File: config.mk
export PLATFORM = sky130hd
export DESIGN_NAME = ring_meas_ctrl
export DESIGN_NICKNAME = d
export VERILOG_FILES = /design/src/rtl/ring_meas_pkg.sv /design/src/rtl/la_sync_edge.sv /design/src/rtl/ring_meas_ctrl.sv
export SDC_FILE = /design/constraint.sdc
export NUM_CORES = 1
export LEC_CHECK = 0
export CORE_MARGIN = 4
export CORE_UTILIZATION = 60
export CTS_BUF_LIST = sky130_fd_sc_hd__clkbuf_2 sky130_fd_sc_hd__clkbuf_4 sky130_fd_sc_hd__clkbuf_8
export DETAILED_ROUTE_END_ITERATION = 12
export GPL_TIMING_DRIVEN = 0
export PLACE_DENSITY = 0.84
export SYNTH_ARGS = -nofsm -noshare
export SYNTH_HDL_FRONTEND = slang
export SYNTH_HIERARCHICAL = 1
export SYNTH_SLANG_ARGS = --single-unit
File: constraint.sdc
create_clock -name clk -period 3.77 [get_ports clk]
set_input_delay 0.754 -clock clk [delete_from_list [all_inputs] [get_ports clk]]
set_output_delay 0.754 -clock clk [all_outputs]
set_load 0.05 [all_outputs]
File: src/rtl/ring_meas_pkg.sv
// Shared types and defaults for the ring sequencer / frequency meter.
// The helper sizes a down-counter that must hold the values 0..n-1.
package ring_meas_pkg;

  typedef enum logic [1:0] {
    IDLE   = 2'd0,
    SETTLE = 2'd1,
    GATE   = 2'd2,
    REPORT = 2'd3
  } state_e;

  localparam int unsigned DEF_CNT_W         = 16;
  localparam int unsigned DEF_SETTLE_CYCLES = 16;
  localparam int unsigned DEF_GATE_CYCLES   = 1024;
  localparam int unsigned DEF_STALL_CYCLES  = 64;

  function automatic int unsigned ctr_w(input int unsigned n);
    return (n <= 2) ? 1 : $clog2(n);
  endfunction

endpackage

File: src/rtl/la_sync_edge.sv
// Brings the asynchronous ring handshake into the clk domain through a 2-flop
// synchronizer and flags each rising edge for one cycle.
module la_sync_edge (
  input  logic clk,
  input  logic rst,
  input  logic la_i,
  output logic rise_o
);

  logic [1:0] sync_q;
  logic       lvl_q;

  // NOTE: sequential state is written with non-blocking assignments only, so
  // every flop samples the pre-edge value of its neighbours.
  always_ff @(posedge clk) begin
    if (!rst) begin
      sync_q <= '0;
      lvl_q  <= 1'b0;
    end else begin
      sync_q <= {sync_q[0], la_i};
      lvl_q  <= sync_q[1];
    end
  end

  // Only settled stages feed the edge decision; sync_q[0] may still be metastable.
  assign rise_o = sync_q[1] & ~lvl_q;

endmodule

File: src/rtl/ring_meas_ctrl.sv
// Holds the self-timed ring in reset, releases it, waits a settle interval and
// counts la rising edges over a fixed clk gate window, with stall detection.
module ring_meas_ctrl
  import ring_meas_pkg::*;
#(
  parameter int unsigned CNT_W         = DEF_CNT_W,
  parameter int unsigned SETTLE_CYCLES = DEF_SETTLE_CYCLES,
  parameter int unsigned GATE_CYCLES   = DEF_GATE_CYCLES,
  parameter int unsigned STALL_CYCLES  = DEF_STALL_CYCLES
) (
  input  logic             clk,
  input  logic             rst,
  input  logic             start,
  input  logic             la,
  output logic             ring_rst,
  output logic             busy,
  output logic             done,
  output logic [CNT_W-1:0] count,
  output logic             stalled,
  output logic             overflow
);

  localparam int unsigned TMR_MAX = (SETTLE_CYCLES > GATE_CYCLES) ? SETTLE_CYCLES : GATE_CYCLES;
  localparam int unsigned TMR_W   = ctr_w(TMR_MAX);
  localparam int unsigned STL_W   = ctr_w(STALL_CYCLES);

  localparam logic [TMR_W-1:0] SETTLE_LD = TMR_W'(SETTLE_CYCLES - 1);
  localparam logic [TMR_W-1:0] GATE_LD   = TMR_W'(GATE_CYCLES - 1);
  localparam logic [STL_W-1:0] STALL_LIM = STL_W'(STALL_CYCLES - 1);
  localparam logic [CNT_W-1:0] CNT_MAX   = '1;

  state_e           state_q, state_d;
  logic [TMR_W-1:0] tmr_q, tmr_d;
  logic [STL_W-1:0] stall_q, stall_d;
  logic [CNT_W-1:0] count_q, count_d;
  logic             stalled_q, stalled_d;
  logic             overflow_q, overflow_d;
  logic             ring_rst_q, busy_q, done_q;
  logic             la_rise;

  la_sync_edge u_la_sync_edge (
    .clk    (clk),
    .rst    (rst),
    .la_i   (la),
    .rise_o (la_rise)
  );

  // NOTE: every signal driven here gets its default first, so no path can
  // leave one unassigned and infer a latch.
  always_comb begin
    state_d    = state_q;
    tmr_d      = tmr_q;
    stall_d    = stall_q;
    count_d    = count_q;
    stalled_d  = stalled_q;
    overflow_d = overflow_q;

    unique case (state_q)
      IDLE: begin
        if (start) begin
          state_d    = SETTLE;
          tmr_d      = SETTLE_LD;
          count_d    = '0;
          stalled_d  = 1'b0;
          overflow_d = 1'b0;
        end
      end

      SETTLE: begin
        if (tmr_q == '0) begin
          state_d = GATE;
          tmr_d   = GATE_LD;
          stall_d = '0;
        end else begin
          tmr_d = tmr_q - 1'b1;
        end
      end

      GATE: begin
        if (la_rise) begin
          stall_d = '0;
          if (count_q == CNT_MAX) overflow_d = 1'b1;
          else                    count_d    = count_q + 1'b1;
        end else begin
          stall_d = stall_q + 1'b1;
        end

        // Gate expiry takes priority over a stall hitting in the same cycle.
        if (tmr_q == '0) begin
          state_d = REPORT;
        end else begin
          tmr_d = tmr_q - 1'b1;
          if (!la_rise && stall_q == STALL_LIM) begin
            state_d   = REPORT;
            stalled_d = 1'b1;
          end
        end
      end

      REPORT: state_d = IDLE;

      default: state_d = IDLE;
    endcase
  end

  // Outputs are flops decoded from the next state so they line up with state_q.
  always_ff @(posedge clk) begin
    if (!rst) begin
      state_q    <= IDLE;
      tmr_q      <= '0;
      stall_q    <= '0;
      count_q    <= '0;
      stalled_q  <= 1'b0;
      overflow_q <= 1'b0;
      ring_rst_q <= 1'b1;
      busy_q     <= 1'b0;
      done_q     <= 1'b0;
    end else begin
      state_q    <= state_d;
      tmr_q      <= tmr_d;
      stall_q    <= stall_d;
      count_q    <= count_d;
      stalled_q  <= stalled_d;
      overflow_q <= overflow_d;
      ring_rst_q <= (state_d == IDLE) || (state_d == REPORT);
      busy_q     <= (state_d != IDLE);
      done_q     <= (state_d == REPORT);
    end
  end

  assign ring_rst = ring_rst_q;
  assign busy     = busy_q;
  assign done     = done_q;
  assign count    = count_q;
  assign stalled  = stalled_q;
  assign overflow = overflow_q;

endmodule

==> metrics.cfg, run 1 <==
[clock_network]
h-tree-depth=2
ctsLongestPathBuffers=2
insertion_delay_ps=290
cts-resized-gates=0
cts_hold_buf=0
cts_setup_buffers=0
clock-root-buffer=clkbuf_8
clock_sinks=42
clkTransAtPathRegs_ps=80
cts_tree=done
cts_inserted_buffers=5

[routing]
wl_per_cell_um=16.3
drcViolationCount=0
wl_mm=6.07
drt_iter0_drc=393
dr.pass1.iters=6
vias_per_cell=6.55
vias=2437
ant_nets=0

[sta]
post-route-period-util=0.712
rsz0062_at_grt=false
fmax_ghz=0.373
finalCriticalPeriod_ps=2680
final.setup_skew_ps=5.85
tns_ps=0
worstMarginPinSlew_ps=870
hold_viol=0
drv_slew=0
maxSlewHeadroom=0.415
setup_viol=0

[worst_setup_path]
slowest_stage=nor3_1
required_ps=3990
cp_max_fo=10
r2r-end=done
crit_type=input pin to flop
r2r_slack_ps=1340
path_cells=clkdlybuf4s50_1 -> clkbuf_1 -> clkinv_1 -> nor3_1 -> nand2_1 -> o221ai_1
crit_arrival_ps=2900
cp_top_family=buffers and inverters
start_kind=input pin
r2r_cells=8
reg2reg_from=tmr_q[0]
cp_slowest_stage_delay_ps=610
worst-path-buf-inv=3
cp-end-kind=flop

[placement]
dp_hpwl_mm=4.30
io_buffers=24
gp_congestion=0.964

[yosys]
seq_area_frac_synth=0.341
avgSynthCellArea_um2=8.47
syn_nets=304
yosys_register_bits=42
synth.distinct_cells=53
async_flop_share=0
synth-edff-count=0
yosys_warnings=6
syn_inst=291
synthFlopType=dfxtp_1
syn_area_um2=2470

[cells_and_area]
fillers=328
drive_above_1_share=0.0590
diodes=0
multi_input_area_um2=1500
area_growth_pct=16.8
seq_area_um2=841
post-route-util=0.720
final_nets=335

[die]
start_util=0.617
core-area_um2=4000
die_w_um=72.1
die_area_um2=5200
io_pins=25
dieHeight_um=72.1
rows=23

[flow_run]
cap_violations=0

[grt]
antenna_found_initial=0
grt_pass1_wl_mm=10.2
grt_usage=0.241
grt-ovfl-total=0
grt_max_degree=13
first_global_vias=2173

[min_path]
holdCritStartpoint=u_la_sync_edge/sync_q[0]
min_path_type=flop to flop
holdPathEnd=u_la_sync_edge/sync_q[1]
holdPathStages=1

[power_and_ir_drop]
intPower_mw=0.772
power_frac_clock=0.325
leakagePower_nw=0.991
power.density_nw_per_um2=386
seqPwrFrac=0.435
switching_share=0.306
p_comb_frac=0.240
peakVddDrop_uv=333
p_sw_mw=0.341

[outcome]
status=completed

per-stage QoR:
stage,power (mW),cells,hold slack (ps),area [um^2],setup slack (ps)
2_1_floorplan,0.690,291,406,2470,1450
3_3_place_gp,0.749,365,423,2770,823
3_5_place_dp,0.753,365,429,2770,789
4_1_cts,1.11,372,459,2880,1090
5_1_grt,1.17,372,485,2880,869
6_report,1.11,372,451,2880,1090
synth_stat cells (all sizes together), types with 2 or more instances:
library cell  count  area, um^2
and3              2        12.5
nor4b             3        41.3
or4              14         105
a21oi            12        60.1
mux2i             7        70.1
o311a             3        30.0
or4b              2        20.0
a41o              2        20.0
dfxtp            42         841
inv              16        60.1
a41oi             3        26.3
nand3            16        80.1
nor2b             5        38.8
a211oi            2        15.0
o21a              2        15.0
ha                9         113
o21ai            13        65.1
mux2              2        22.5
o211ai            5        37.5
nand2            18        67.6
and4              2        17.5
o311ai            2        17.5
buf               4        26.3
nor3             10        50.1
nand4            11        68.8
clkbuf           10        37.5
o31ai            12        90.1
o221ai            4        35.0
a31oi             2        12.5
nor4             10        83.8
nor2             14        52.6
o221a             2        22.5
and2              6        37.5
or3               9        56.3
nand2b            2        12.5
registers in the layout, indices dropped and copies added, names as in the netlist:
register and cells:
u_la_sync_edge/lvl_q 1, ring_rst 1, stalled 1, done 1, u_la_sync_edge/sync_q 2, stall_q 6
busy 1, count 16, overflow 1, state_q 2, tmr_q 10
layout by cell type (no fill, tap or decap), types with 6 or more instances in the layout:
cell,synthesis,routed
a21oi_1,12,12
nor4_1,8,8
dfxtp_1,42,42
mux2i_1,7,7
inv_1,16,16
and2_1,6,6
o21ai_0,13,13
ha_1,9,9
nand2_1,18,18
clkbuf_8,0,6
nor2_1,14,14
or3_1,9,9
nor3_1,10,10
nand3_1,16,16
clkbuf_1,10,10
nand4_1,11,11
or4_1,14,14
o31ai_1,12,12
clkdlybuf4s50_1,0,24
worst max path at each step:
stage	start	to	slack, ps	cells past startpoint
2_1_floorplan	count[0]	count[10]	1450	6
4_1_cts	rst	tmr_q[8]	1090	6
5_1_grt	rst	tmr_q[8]	870	6
3_5_place_dp	rst	tmr_q[8]	790	6
6_report	rst	tmr_q[8]	1090	6
3_3_place_gp	rst	tmr_q[8]	820	6
metal layers:
layer  up-vias  global-route usage  wire length [um]
met5         -                   0                 0
met1      1155               0.343              2900
met2        80               0.372              2760
met4         0              0.0668                67
li1       1193                   -                 -
met3         9              0.0457               347
power by group through the flow:
stage | Combinational (mW) | Sequential, mW | Clock (mW)
2_1_floorplan | 0.189 | 0.501 | 0
3_3_place_gp | 0.255 | 0.494 | 0
3_5_place_dp | 0.258 | 0.494 | 0
4_1_cts | 0.262 | 0.484 | 0.367
5_1_grt | 0.296 | 0.487 | 0.383
6_report | 0.267 | 0.484 | 0.362
logic make-up after synthesis:
family / Yosys count / share of synthesized area
flip-flops: 42 / 0.341
adder cells (fa/ha/maj): 9 / 0.0457
AO/OA/AOI/OAI: 72 / 0.209
multiplexers: 9 / 0.0375
AND/OR/NAND/NOR: 128 / 0.315
buffers and inverters: 31 / 0.0517
final cells by class:
type / count / area share
sequential: 42 / 0.292
buffer: 14 / 0.0221
timing repair buffer: 24 / 0.0834
tap: 50 / 0.0217
inverter: 17 / 0.0221
clock buffer: 6 / 0.0287
multi-input combinational: 218 / 0.520
clock inverter: 1 / 0.0104
worst reg2reg max path, cell delays in order, from the launching register on:
cell and delay [ps]:
dfxtp_1 370, inv_1 100, ha_1 190, nor4b_4 410, nand3_1 230, o311a_1 370, or3_1 320, ha_1 190
and2_1 140
No activity file was read; power rests on OpenSTA's default activity.
==> inputs of run 2 (changes only) <==
Settings changed: CORE_UTILIZATION 60 to 59, PLACE_DENSITY 0.84 to 0.82.
Clock period 3.77 ns to 2.8 ns, I/O delays scaled along.
==> run 2 against run 1 <==
  * Critical path depth stayed put
  * Die area rose by 1.5%
  * Non-clock buffer count unchanged
  * Clock-buffer cell count is the same
  * Cell area is 0.61% lower
  * Sequential power up 35%
  * Register-to-register slack lost 1000 ps
  * First-iteration DRC count down 41%
==> metrics.cfg, run 2 (synthesis gave the netlist of run 1 again) <==
[grt]
first_global_vias=2174
antenna_found_initial=0
grt_pass1_wl_mm=10.3
grt_usage=0.241
grt_max_degree=14
grt-ovfl-total=0

[clock_network]
cts-resized-gates=0
clock_sinks=42
cts_setup_buffers=0
cts_hold_buf=0
clock-root-buffer=clkbuf_8
insertion_delay_ps=300
ctsLongestPathBuffers=2
h-tree-depth=2
clkTransAtPathRegs_ps=80
cts_inserted_buffers=5
cts_tree=done

[outcome]
status=completed

[cells_and_area]
multi_input_area_um2=1500
seq_area_um2=841
drive_above_1_share=0.0619
diodes=0
final_cell_mix=dfxtp_1, clkdlybuf4s50_1, nand2_1, inv_1, nand3_1
area_growth_pct=16.1
fillers=340
final_nets=335
largest_reg_flops=16
layout_commonest_cell=dfxtp_1

[sta]
hold_slack_ps=443
post-route-period-util=0.921
maxSlewHeadroom=0.409
worstMarginPinSlew_ps=880
finalWorstSetupSlack_ps=222
finalCriticalPeriod_ps=2580
fmax_ghz=0.388
drv_slew=0
final.setup_skew_ps=2.03
rsz0062_at_grt=false
hold_viol=0
setup_viol=0

[worst_setup_path]
r2r_slack_ps=330
path_cells=clkdlybuf4s50_1 -> clkbuf_1 -> clkinv_1 -> nor3_1 -> nand2_1 -> o221ai_1
cp-startpoint=rst
cp-end-kind=flop
crit_arrival_ps=2790
reg2reg_from=tmr_q[1]
cp_max_fo=10
r2r-end=done
start_kind=input pin
critPathCapture=tmr_q[8]
cp_slowest_stage_delay_ps=620
required_ps=3020
slowest_stage=nor3_1
r2r_cells=8
crit_type=input pin to flop

[die]
die_w_um=72.7
rows=23
start_util=0.612
die_area_um2=5280
io_pins=25
dieHeight_um=72.7
core-area_um2=4030

[flow_run]
cap_violations=0

[routing]
vias_per_cell=6.51
dr.pass1.iters=4
wl_per_cell_um=16.2
drcViolationCount=0
wl_mm=6.04
vias=2427
ant_nets=0
drt_iter0_drc=231

[placement]
gp_congestion=0.946
dpl_worst_slack_ps=-15.6
dp_hpwl_mm=4.28
io_buffers=24

[power_and_ir_drop]
power.density_nw_per_um2=500
leakagePower_nw=0.981
peakVddDrop_uv=331

[min_path]
min_path_type=flop to flop

## run 2: metal layers
layer	vias up	global-route usage	routed length, um
met5	-	0	0
met2	87	0.371	2700
li1	1189	-	-
met4	0	0.0656	73
met3	7	0.0496	416
met1	1144	0.342	2850
## run 2: stage by stage
| step | TNS (ps) | instances | util | power, mW | area, um^2 |
|---|---|---|---|---|---|
| final | 0 | 373 | 0.711 | 1.43 | 2860 |
| after global routing | 0 | 373 | 0.711 | 1.50 | 2860 |
| after CTS | 0 | 373 | 0.711 | 1.43 | 2860 |
| after detailed placement | -15.6 | 365 | 0.687 | 1.02 | 2770 |
| after global placement | -16.0 | 365 | 0.687 | 1.01 | 2770 |
| after floorplan | 0 | 291 | - | 0.929 | 2470 |
## run 2: where the power goes
group / switching, mW / internal, mW / leakage, nW
sequential: 0.0333 / 0.620 / 0.341
combinational: 0.227 / 0.134 / 0.593
clock: 0.218 / 0.198 / 0.0472
total: 0.479 / 0.953 / 0.981
## run 2: worst min-delay path by stage
stage / startpoint / end / slack, ps / cells after the start
final: u_la_sync_edge/sync_q[0] / u_la_sync_edge/sync_q[1] / 440 / 1
after global routing: u_la_sync_edge/sync_q[0] / u_la_sync_edge/sync_q[1] / 470 / 1
after CTS: u_la_sync_edge/sync_q[0] / u_la_sync_edge/sync_q[1] / 450 / 1
after detailed placement: u_la_sync_edge/sync_q[0] / u_la_sync_edge/sync_q[1] / 420 / 1
after global placement: u_la_sync_edge/sync_q[0] / u_la_sync_edge/sync_q[1] / 420 / 1
after floorplan: u_la_sync_edge/sync_q[0] / u_la_sync_edge/sync_q[1] / 410 / 1
## run 2: cell type report
type	count	share of cell area
Clock buffer	6	0.0288
Clock inverter	2	0.00437
Timing Repair Buffer	24	0.0839
Buffer	14	0.0223
Multi-Input combinational cell	218	0.523
Inverter	17	0.0223
Sequential cell	42	0.294
Tap cell	50	0.0218
## run 2: worst max-delay path, delay by kind of cell
family | cells | cell delay (ps)
and+or+nand+nor | 2 | 870
buffers and inverters | 3 | 1120
AOI/OAI and AO/OA | 1 | 240
==> inputs of run 3 (changes only) <==
Settings changed: PLACE_DENSITY 0.82 to unset, PLACE_DENSITY_LB_ADDON set to 0.3.
==> run 3 against run 2 <==
  * Utilization grew 0.43 points
  * Clock-buffer cell count is the same
  * First-iteration DRC count up 45%
  * Sequential cell count stayed put
  * Die area stayed put
  * Fmax is 3.6% higher
  * Clock skew grew 1.6 ps
==> metrics.cfg, run 3 (synthesis gave the netlist of run 1 again) <==
[outcome]
status=completed

[worst_setup_path]
path_cells=clkdlybuf4s50_1 -> clkbuf_1 -> clkinv_1 -> nor3_1 -> nand2_1 -> o221ai_1
cp_slowest_stage_delay_ps=580
crit_type=input pin to flop
cp-end-kind=flop
r2r-end=done
cp.depth=6
required_ps=3020
crit_arrival_ps=2710
slowest_stage=nor3_1
r2r_cells=8
cp_top_family=buffers and inverters
start_kind=input pin
reg2reg_from=tmr_q[0]
r2r_slack_ps=360
worst-path-buf-inv=3
cp_max_fo=10

[power_and_ir_drop]
leakagePower_nw=0.991
peakVddDrop_uv=336
power.density_nw_per_um2=522

[cells_and_area]
fillers=329
final_cell_mix=dfxtp_1, clkdlybuf4s50_1, nand2_1, inv_1, nand3_1
largest_reg_flops=16
drive_above_1_share=0.0590
diodes=0
post-route-util=0.715
layout_commonest_cell=dfxtp_1
final_nets=335
area_growth_pct=16.8

[flow_run]
cap_violations=0

[grt]
antenna_found_initial=0
grt_util_met2=0.385
grt_max_degree=13
first_global_vias=2154
grt_usage=0.242
use_met1=0.333
grt-ovfl-total=0
use_met3=0.0413
grt_pass1_wl_mm=10.2
top_usage_layer=met2

[sta]
final.setup_skew_ps=3.66
rsz0062_at_grt=false
finalCriticalPeriod_ps=2490
drv_slew=0
tns_ps=0
setup_viol=0
hold_viol=0
worstMarginPinSlew_ps=887
finalWorstSetupSlack_ps=311
maxSlewHeadroom=0.404
fmax_ghz=0.402
post-route-period-util=0.889

[routing]
wl_per_cell_um=16.1
wl_mm=6.00
dr.pass1.iters=5
vias=2442
drcViolationCount=0
ant_nets=0
vias_per_cell=6.56
drt_iter0_drc=334

[min_path]
min_path_type=flop to flop
holdCritStartpoint=u_la_sync_edge/sync_q[0]
holdPathEnd=u_la_sync_edge/sync_q[1]
holdPathStages=1

[placement]
io_buffers=24
dp_hpwl_mm=4.22
dpl_worst_slack_ps=78.5
gp_congestion=0.903

[die]
core-area_um2=4030
io_pins=25
dieHeight_um=72.7
die_w_um=72.7
start_util=0.612
rows=23
die_area_um2=5280

[clock_network]
cts_setup_buffers=0
cts_tree=done
h-tree-depth=2
clock_sinks=42
cts_hold_buf=0
ctsLongestPathBuffers=2
cts_inserted_buffers=5
clkTransAtPathRegs_ps=80
cts-resized-gates=0
clock-root-buffer=clkbuf_8
insertion_delay_ps=300

==> run 3: cell count changes in the layout (fill, tap and decap cells not counted) <==
cell | previous run | this run
clkinvlp_4 | 1 | 0
clkinv_2 | 1 | 0
bufinv_16 | 0 | 1
==> run 3: how the worst max path moves through the flow <==
stage / from / end
global route: rst / tmr_q[8]
detailed placement: rst / tmr_q[8]
floorplan: count[0] / count[10]
finish: rst / tmr_q[8]
CTS: rst / tmr_q[8]
global placement: rst / tmr_q[8]
==> run 3: metal layers <==
layer | routed length (um) | share of wire
met2 | 2760 | 0.46
met3 | 397 | 0.066
met5 | 0 | 0
met1 | 2740 | 0.46
met4 | 106 | 0.018
==> run 3: power breakdown <==
part           total, mW  switching, mW  internal, mW  leakage [nW]
sequential         0.653         0.0328         0.620         0.341
combinational      0.357          0.223         0.134         0.593
clock              0.493          0.208         0.285        0.0573
total               1.50          0.464          1.04         0.991
==> run 3: area by class of cell <==
| cell class | count | area, um^2 | share of cell area |
|---|---|---|---|
| Buffer | 14 | 63.8 | 0.0221 |
| Clock buffer | 6 | 82.6 | 0.0287 |
| Clock inverter | 1 | 30.0 | 0.0104 |
| Inverter | 17 | 63.8 | 0.0221 |
| Multi-Input combinational cell | 218 | 1500 | 0.520 |
| Sequential cell | 42 | 841 | 0.292 |
| Tap cell | 50 | 62.6 | 0.0217 |
| Timing Repair Buffer | 24 | 240 | 0.0834 |
==> run 3: metrics by stage <==
step           instance area (um^2)  instances  total power, mW  hold slack, ps
3_5_place_dp                   2770        365             1.01             422
3_3_place_gp                   2770        365             1.01             413
5_1_grt                        2880        372             1.57             459
6_report                       2880        372             1.50             437
2_1_floorplan                  2470        291            0.929             406
4_1_cts                        2880        372             1.50             444
